==> src/rtl/fp_floor.sv <==
// fp_floor: binary32 floor (round toward -inf), one-cycle registered result.
module fp_floor (
    input  logic        clk,
    input  logic        reset,
    input  logic        in_valid,
    input  logic [31:0] src,
    output logic        out_valid,
    output logic [31:0] dest
);

    localparam int unsigned W     = 32;
    localparam int unsigned MAG_W = 31;
    localparam int unsigned EXP_W = 8;
    localparam int unsigned MAN_W = 23;

    localparam logic [EXP_W-1:0] EXP_MAX  = 8'd255;
    localparam logic [EXP_W-1:0] EXP_BIAS = 8'd127;
    localparam logic [EXP_W-1:0] EXP_INT  = 8'd150;
    localparam logic [W-1:0]     NEG_ONE  = 32'hBF80_0000;
    localparam logic [W-1:0]     QNAN_BIT = 32'h0040_0000;

    logic                sign;
    logic [EXP_W-1:0]    exp_f;
    logic [MAN_W-1:0]    man_f;
    logic [MAG_W-1:0]    mag;
    logic [EXP_W-1:0]    frac_w;
    logic [MAG_W-1:0]    frac_mask;
    logic [MAG_W-1:0]    trunc_mag;
    logic [MAG_W-1:0]    ulp_inc;
    logic                frac_nz;
    logic [W-1:0]        floor_c;

    assign sign  = src[31];
    assign exp_f = src[30:23];
    assign man_f = src[22:0];
    assign mag   = src[30:0];

    // Fraction-bit mask for exponents 127..149; width is 150-E (1..23 there).
    always_comb begin
        frac_w    = EXP_INT - exp_f;
        frac_mask = MAG_W'((MAG_W'(1) << frac_w) - MAG_W'(1));
        ulp_inc   = MAG_W'(MAG_W'(1) << frac_w);
        trunc_mag = mag & ~frac_mask;
        frac_nz   = |(mag & frac_mask);
    end

    // Select the floor result by exponent class.
    always_comb begin
        floor_c = src;
        if (exp_f == EXP_MAX) begin
            // Inf passes through; NaN is quieted keeping sign and payload.
            floor_c = (man_f == '0) ? src : (src | QNAN_BIT);
        end else if (exp_f == '0) begin
            // Zero keeps its sign; subnormals collapse to +0 or -1.
            if (man_f == '0) begin
                floor_c = src;
            end else begin
                floor_c = sign ? NEG_ONE : W'(0);
            end
        end else if (exp_f < EXP_BIAS) begin
            floor_c = sign ? NEG_ONE : W'(0);
        end else if (exp_f >= EXP_INT) begin
            floor_c = src;
        end else if (sign && frac_nz) begin
            // Negative with fraction: step magnitude up one unit; carry may bump exponent.
            floor_c = {sign, MAG_W'(trunc_mag + ulp_inc)};
        end else begin
            floor_c = {sign, trunc_mag};
        end
    end

    // Output register; dest holds when no operand is accepted.
    always_ff @(posedge clk) begin
        if (reset) begin
            out_valid <= 1'b0;
            dest      <= '0;
        end else begin
            out_valid <= in_valid;
            if (in_valid) begin
                dest <= floor_c;
            end
        end
    end

endmodule

==> config.mk <==
export PLATFORM = sky130hd
export DESIGN_NAME = fp_floor
export DESIGN_NICKNAME = d
export VERILOG_FILES = /design/src/rtl/fp_floor.sv
export SDC_FILE = /design/constraint.sdc
export NUM_CORES = 1
export LEC_CHECK = 0
export ABC_AREA = 1
export CELL_PAD_IN_SITES_DETAIL_PLACEMENT = 0
export CELL_PAD_IN_SITES_GLOBAL_PLACEMENT = 1
export CORE_ASPECT_RATIO = 1.5
export CORE_MARGIN = 5
export CORE_UTILIZATION = 40
export CTS_BUF_LIST = sky130_fd_sc_hd__clkbuf_2 sky130_fd_sc_hd__clkbuf_4 sky130_fd_sc_hd__clkbuf_8
export CTS_CLUSTER_DIAMETER = 200
export CTS_CLUSTER_SIZE = 14
export DETAILED_ROUTE_END_ITERATION = 12
export GPL_ROUTABILITY_DRIVEN = 0
export PLACE_DENSITY = 0.87
export REMOVE_ABC_BUFFERS = 1
export SKIP_LAST_GASP = 1
export SYNTH_ARGS = -nofsm -noshare
export SYNTH_HDL_FRONTEND = slang
export SYNTH_SLANG_ARGS = --single-unit
export TNS_END_PERCENT = 1
==> constraint.sdc <==
create_clock -name clk -period 4.8 [get_ports clk]
set_input_delay 0.48 -clock clk [delete_from_list [all_inputs] [get_ports clk]]
set_output_delay 0.48 -clock clk [all_outputs]
set_load 0.02 [all_outputs]
# After elaboration in Yosys (flattened, before gate mapping)
# Cells that the tools add are included.
[totals]
reg_bits = 33
input_bits = 35
out_inout_bits = 33
wordCells = 24
[classes]
addsub = 3
n_lt_le_gt_ge = 2
n_eq_ne = 1
shifts = 1
mux = 8
n_bitwise = 3
reduce_logical = 4
[op_table]
columns = ["cell", "count"]
rows = [
  ["$mux 32", 5],
  ["$and 31x31->31", 2],
  ["$mux 31", 2],
  ["$add 31x31->31", 1],
  ["$not 31->31", 1],
  ["$reduce_or 31->1", 1],
  ["$shl 1x8->31 const A", 1],
  ["$sub 31x2->31 const B", 1],
  ["$logic_not 23->1", 1],
  ["$mux 23", 1],
  ["$eq 8x8->1 const B", 1],
  ["$ge 8x8->1 const B", 1],
  ["$logic_not 8->1", 1],
  ["$lt 8x7->1 const B", 1],
  ["$sub 8x8->8 const A", 1],
  ["$logic_and 1x1->1", 1],
]

# Logic depth before layout (Yosys ltp)
# Gate-level depths: netlist of run 1.
[depth]
word_depth = 11
ltp_mapped = 36
depth_no_buf = 36

# Worst setup path before layout of run 1
# No wires, ideal clock.
[synth_timing]
path_type = "input-to-reg"
startpoint = "input port src[23]"
endpoint = "register dest[26]"
setup_time_ns = 0.125
arrival_ns = 4.015
required_time_ns = 4.675
setup_slack_ns = 0.660
stages = 25
n_path_buf = 1
path_cell_list = "buf_4 inv_1 ha_1 inv_1 nor3_4 nand3_1 ha_1 nand2_4 nor2_8 nand3_1 nand2_1 a21oi_1 ha_1 nand2_1 inv_1 a21oi_1 nor2_1 nor2_1 nor3_1 a211oi_1 a21oi_1 o21ai_1 o21ai_0 nand2_1 a21oi_1"
[synth_via]
elab_chain_cells = 11
elab_cells_between_ends = 18
cone_classes = "add/sub (3); order compare (2); eq/ne (1); shift (1); mux (5); bitwise (3); reduce/logical (3)"
[synth_rtl]
columns = ["element", "line", "text"]
rows = [
  ["from (decl)", "6", "input logic [31:0] src,"],
  ["$sub 8x8->8", "40", "frac_w = EXP_INT - exp_f;"],
  ["$shl 1x8->31", "41, 42", ""],
  ["$sub 31x2->31", "41", "frac_mask = MAG_W'((MAG_W'(1) << frac_w) - MAG_W'(1));"],
  ["$not 31->31 / $and 31x31->31 (equally long branches)", "43, 44", ""],
  ["$and 31x31->31 / $reduce_or 31->1 (equally long branches)", "43, 44", ""],
  ["$add 31x31->31 / $logic_and 1x1->1 (equally long branches)", "66, 64", ""],
  ["$mux 31", "64", "end else if (sign && frac_nz) begin"],
  ["$mux 31", "62", "end else if (exp_f >= EXP_INT) begin"],
  ["$mux 32", "60", "end else if (exp_f < EXP_BIAS) begin"],
  ["$mux 32", "53", "end else if (exp_f == '0) begin"],
  ["$mux 32 *", "50", "if (exp_f == EXP_MAX) begin"],
  ["to (signal assigned)", "80", "dest <= floor_c;"],
  ["to (decl)", "8", "output logic [31:0] dest"],
]
# Every way passes the cells marked *; elsewhere a longest branch is shown, timed or not.
# A chain may end at the register's enable or synchronous reset.

# Worst setup path in the final report of run 1
[layout_timing]
startpoint = "input port src[24]"
endpoint = "register dest[27]"
# Same word-level chain as after synthesis.

==> results of run 1 <==
stage by stage:
stage / std cells / setup slack, ns / setup TNS [ns] / power, mW
after floorplan: 1053 / 0.499 / 0 / 0.555
after global placement: 1503 / -0.196 / -0.559 / 0.789
after detailed placement: 1503 / -0.245 / -1.33 / 0.794
after CTS: 1511 / 0.0531 / 0 / 1.02
after global routing: 1516 / -0.0417 / -0.165 / 1.10
final: 1516 / 0.233 / 0 / 1.04
cell usage after synthesis (7+ instances only):
master                     count
sky130_fd_sc_hd__a21oi_1     106
sky130_fd_sc_hd__clkbuf_1     15
sky130_fd_sc_hd__dfxtp_1      33
sky130_fd_sc_hd__ha_1         25
sky130_fd_sc_hd__inv_1       133
sky130_fd_sc_hd__inv_2         9
sky130_fd_sc_hd__nand2_1     294
sky130_fd_sc_hd__nand2_2      12
sky130_fd_sc_hd__nand3_1      91
sky130_fd_sc_hd__nand3_2      12
sky130_fd_sc_hd__nand3b_1      7
sky130_fd_sc_hd__nand4_1      37
sky130_fd_sc_hd__nor2_1      119
sky130_fd_sc_hd__nor2_2        7
sky130_fd_sc_hd__nor2_4        9
sky130_fd_sc_hd__nor3_1       20
sky130_fd_sc_hd__o211ai_1      8
sky130_fd_sc_hd__o21ai_0      60
sky130_fd_sc_hd__o21ai_1       9
sky130_fd_sc_hd__xor2_1       10
power groups by stage:
stage | registers (mW) | logic (mW) | clock network [mW]
2_1_floorplan | 0.319 | 0.236 | 0
3_3_place_gp | 0.301 | 0.488 | 0
3_5_place_dp | 0.302 | 0.492 | 0
4_1_cts | 0.295 | 0.494 | 0.235
5_1_grt | 0.297 | 0.553 | 0.247
6_report | 0.295 | 0.512 | 0.235
how the worst max path moves through the flow:
stage | to | slack [ns] | cells past startpoint
global placement | dest[25] | -0.20 | 30
floorplan | dest[26] | 0.50 | 26
detailed placement | dest[25] | -0.25 | 29
global route | dest[25] | -0.04 | 32
finish | dest[27] | 0.23 | 29
CTS | dest[25] | 0.05 | 30
per-layer routing:
layer	part of all wire (%)	track usage (%)	vias up
li1	-	-	4074
met1	39	33.7	3745
met2	50	51.0	297
met3	4.7	2.06	79
met4	6.2	16.7	0
met5	0	0	-
sequential cells by signal (all words and copies together) (netlist names):
register   flops
out_valid      1
dest          32
worst max-delay path: cells and delay by family:
kind	cells	cell delay (ns)
buffers and inverters	5	0.89
and+or+nand+nor	13	1.42
AOI/OAI and AO/OA	8	1.34
xor gates and xnor gates	1	0.15
adders and majority gates	2	0.49
logic make-up (layout without fill, tap and decap cells):
logic type / Yosys count / after routing / share of synthesized area (%)
simple gates: 628 / 628 / 49.9
compound gates: 207 / 207 / 19.4
buf+inv: 174 / 411 / 12.1
flops: 33 / 33 / 11.1
fa+ha+maj: 25 / 25 / 5.23
xor+xnor: 16 / 16 / 2.34
placed cells by master (no fill, tap or decap), types with 16 or more instances in the layout:
master,instances
sky130_fd_sc_hd__dfxtp_1,33
sky130_fd_sc_hd__nand2_1,293
sky130_fd_sc_hd__o21ai_0,54
sky130_fd_sc_hd__nand3_1,89
sky130_fd_sc_hd__nand4_1,37
sky130_fd_sc_hd__nor2_1,108
sky130_fd_sc_hd__inv_1,132
sky130_fd_sc_hd__clkdlybuf4s50_1,67
sky130_fd_sc_hd__buf_4,190
sky130_fd_sc_hd__a21oi_1,99
sky130_fd_sc_hd__nor2_2,16
sky130_fd_sc_hd__ha_1,23
sky130_fd_sc_hd__nor3_1,19
final cells by class:
class	instances	area, µm²	share of cell area (%)
tap	196	245	2.92
clock inverter	2	10.0	0.119
inverter	144	546	6.49
multi-input combinational	876	4730	56.3
timing repair buffer	259	2140	25.4
sequential	33	661	7.86
clock buffer	6	76.3	0.908
timing repair:
| action | in CTS | in global routing |
|---|---|---|
| endpoints found under the setup margin | 0 | 17 |
| buffers inserted | 0 | 5 |
| resized for setup | 0 | 40 |
==> Flow_metrics.wiki, run 1 <==
{| class="wikitable"
! Metric !! Value
|-
| Insertion delay of the later-clocked pin in the worst-skew pair || 0.30 ns
|-
| Number of buffers added on ports || 67
|-
| Number of antenna repair diodes || 0
|-
| Share of total power in the clock network || roughly 23%
|-
| Final worst path period need || roughly 4.6 ns
|-
| Share of power burned in combinational logic || 49.1%
|-
| Worst reg-to-reg path cell count || 2
|-
| Slack of the worst reg-to-reg path || 4.13 ns
|-
| Worst hold slack || 0.467 ns
|-
| Number of warning messages in the yosys log || 0
|-
| Wire length of the first global-routing pass || 40.0 mm
|-
| Type of element launching the critical path || primary input
|-
| Chip width || 110 µm
|-
| Max-slew violation count || 0
|-
| Starting DRC count in detailed routing || 773
|-
| Share of post-route cells with drive strength above 1 || between 20% and 30%
|-
| Hold endpoint || dest[12]
|-
| Main flop type after synthesis || sky130_fd_sc_hd__dfxtp_1
|-
| Switching portion of total power || 41.9%
|-
| Final Setup Violations || 0
|-
| Area of the core || 14,600 µm²
|-
| Reg-to-Reg Start || dest[27]
|-
| Cell types occupying the most area after synthesis || sky130_fd_sc_hd__nand2_1 18%, sky130_fd_sc_hd__dfxtp_1 11%, sky130_fd_sc_hd__a21oi_1 8.9%
|-
| EDFF count, synth || 0
|-
| Via count of the first global-routing pass || approximately 7.9k
|-
| Clock-pin transition on the worst setup and hold timing paths || ~0.080 ns
|-
| Initial core utilization || 41.0%
|-
| Post-synth ARST share || 0%
|-
| Area overhead of the layout relative to synthesis || 40.5%
|-
| Average footprint of a synthesized cell || 5.52 µm²
|-
| Number of nets in the layout || 1,379
|-
| Mapped Area || between 5000 and 6000 µm²
|-
| P_sw || 0.437 mW
|-
| Number of top-level pins || 68
|-
| Post-CTS Hold Fix Bufs || 0
|-
| Number of antenna violations at the first check in global routing || 0
|-
| Class of the most critical hold timing path || reg -> reg
|-
| CTS tree || built
|-
| Source of the critical timing path || src[24]
|-
| GR Overflow Total || 0
|-
| Number of sinks handled by clock tree synthesis || 33
|-
| Cell Rows || 54
|-
| Die H || 160 µm
|-
| TritonCTS buffer count || 5
|-
| Worst setup path class || in -> reg
|-
| Worst voltage drop across the vdd grid || 0.0805 mV
|-
| Count of unresolved DRC violations after routing || 0
|-
| Result of the run || complete, no violations
|-
| Max stage delay cell, worst path || sky130_fd_sc_hd__clkdlybuf4s50_1
|-
| Clk_skew || 0 ns
|-
| Area leader, netlist || sky130_fd_sc_hd__nand2_1
|-
| Placement Cell Area || 8150 µm²
|-
| Critical Path Fanout Max || 7
|-
| Hold Fails Final Rpt || 0
|-
| Largest net degree at the start of global routing || 41
|-
| Finished Cell Area || 8400 µm²
|-
| Pwr/cell area || 124 nW/µm²
|-
| Highest clock rate || 0.219 GHz
|-
| Kind of end point of the critical path || flip-flop
|-
| Slowest stage delay, CP || 0.48 ns
|-
| Reg2reg end || dest[27]
|-
| Cell repeated most along the worst path || sky130_fd_sc_hd__nand2_1
|-
| Area enclosed by the die boundary || 17,500 µm²
|-
| Leak pwr || 4.40 nW
|-
| Fraction of post-synthesis cell area in the top cell type by area || a little under a fifth
|-
| Number of fillers in the final layout || 1,580
|-
| Max-capacitance violation count || 0
|-
| Sequential fraction of design power || 28.3%
|-
| Util after Layout || a little under three fifths
|-
| HPWL after DPL || 21.0 mm
|-
| Gate Count Post-Synth || 1,083
|-
| Min-Delay Startpoint || dest[12]
|-
| Data required time at the worst endpoint || 4.98 ns
|-
| Overall routing resource usage || 29.1%
|-
| Final period utilization || 95.2%
|-
| Detailed-route wire length || 25.9 mm
|-
| Arr. time, crit path || 4.75 ns
|-
| Worst rel slew slack || 49.8%
|-
| Number of buffers on the longest clock path || 2
|-
| Root buf cell || sky130_fd_sc_hd__clkbuf_8
|-
| Detailed-routing iteration count for the pre-antenna-repair pass || 6
|-
| Number of storage elements in the synthesis netlist || 33
|-
| Unrepaired setup endpoints after global routing || true
|-
| Overall via count from detail_route || a little over 8k
|-
| Count of distinct cell types in the synthesized netlist || 50
|-
| Maximum level of the CTS H-tree || 2
|-
| Sequential share of the synthesized area || 11.1%
|-
| Number of cells on the worst hold path || 2
|-
| Residual antenna-violating net count after detailed routing || 0
|-
| Vias per cell || 5.41
|-
| Avg WL per Cell || 17.1 µm
|-
| Tightest Pin Transition || 0.751 ns
|-
| Cell-internal power || 0.605 mW
|}
(Power assumes the default switching activity.)
==> run 2: changes to the inputs <==
--- a/config.mk
+++ b/config.mk
@@ -19,6 +19,7 @@
 export PLACE_DENSITY = 0.87
 export REMOVE_ABC_BUFFERS = 1
 export SKIP_LAST_GASP = 1
+export SLEW_MARGIN = 20
 export SYNTH_ARGS = -nofsm -noshare
 export SYNTH_HDL_FRONTEND = slang
 export SYNTH_SLANG_ARGS = --single-unit
==> results of run 2 <==
Same layout as run 1: the final DEF is identical, and so are final timing and power.
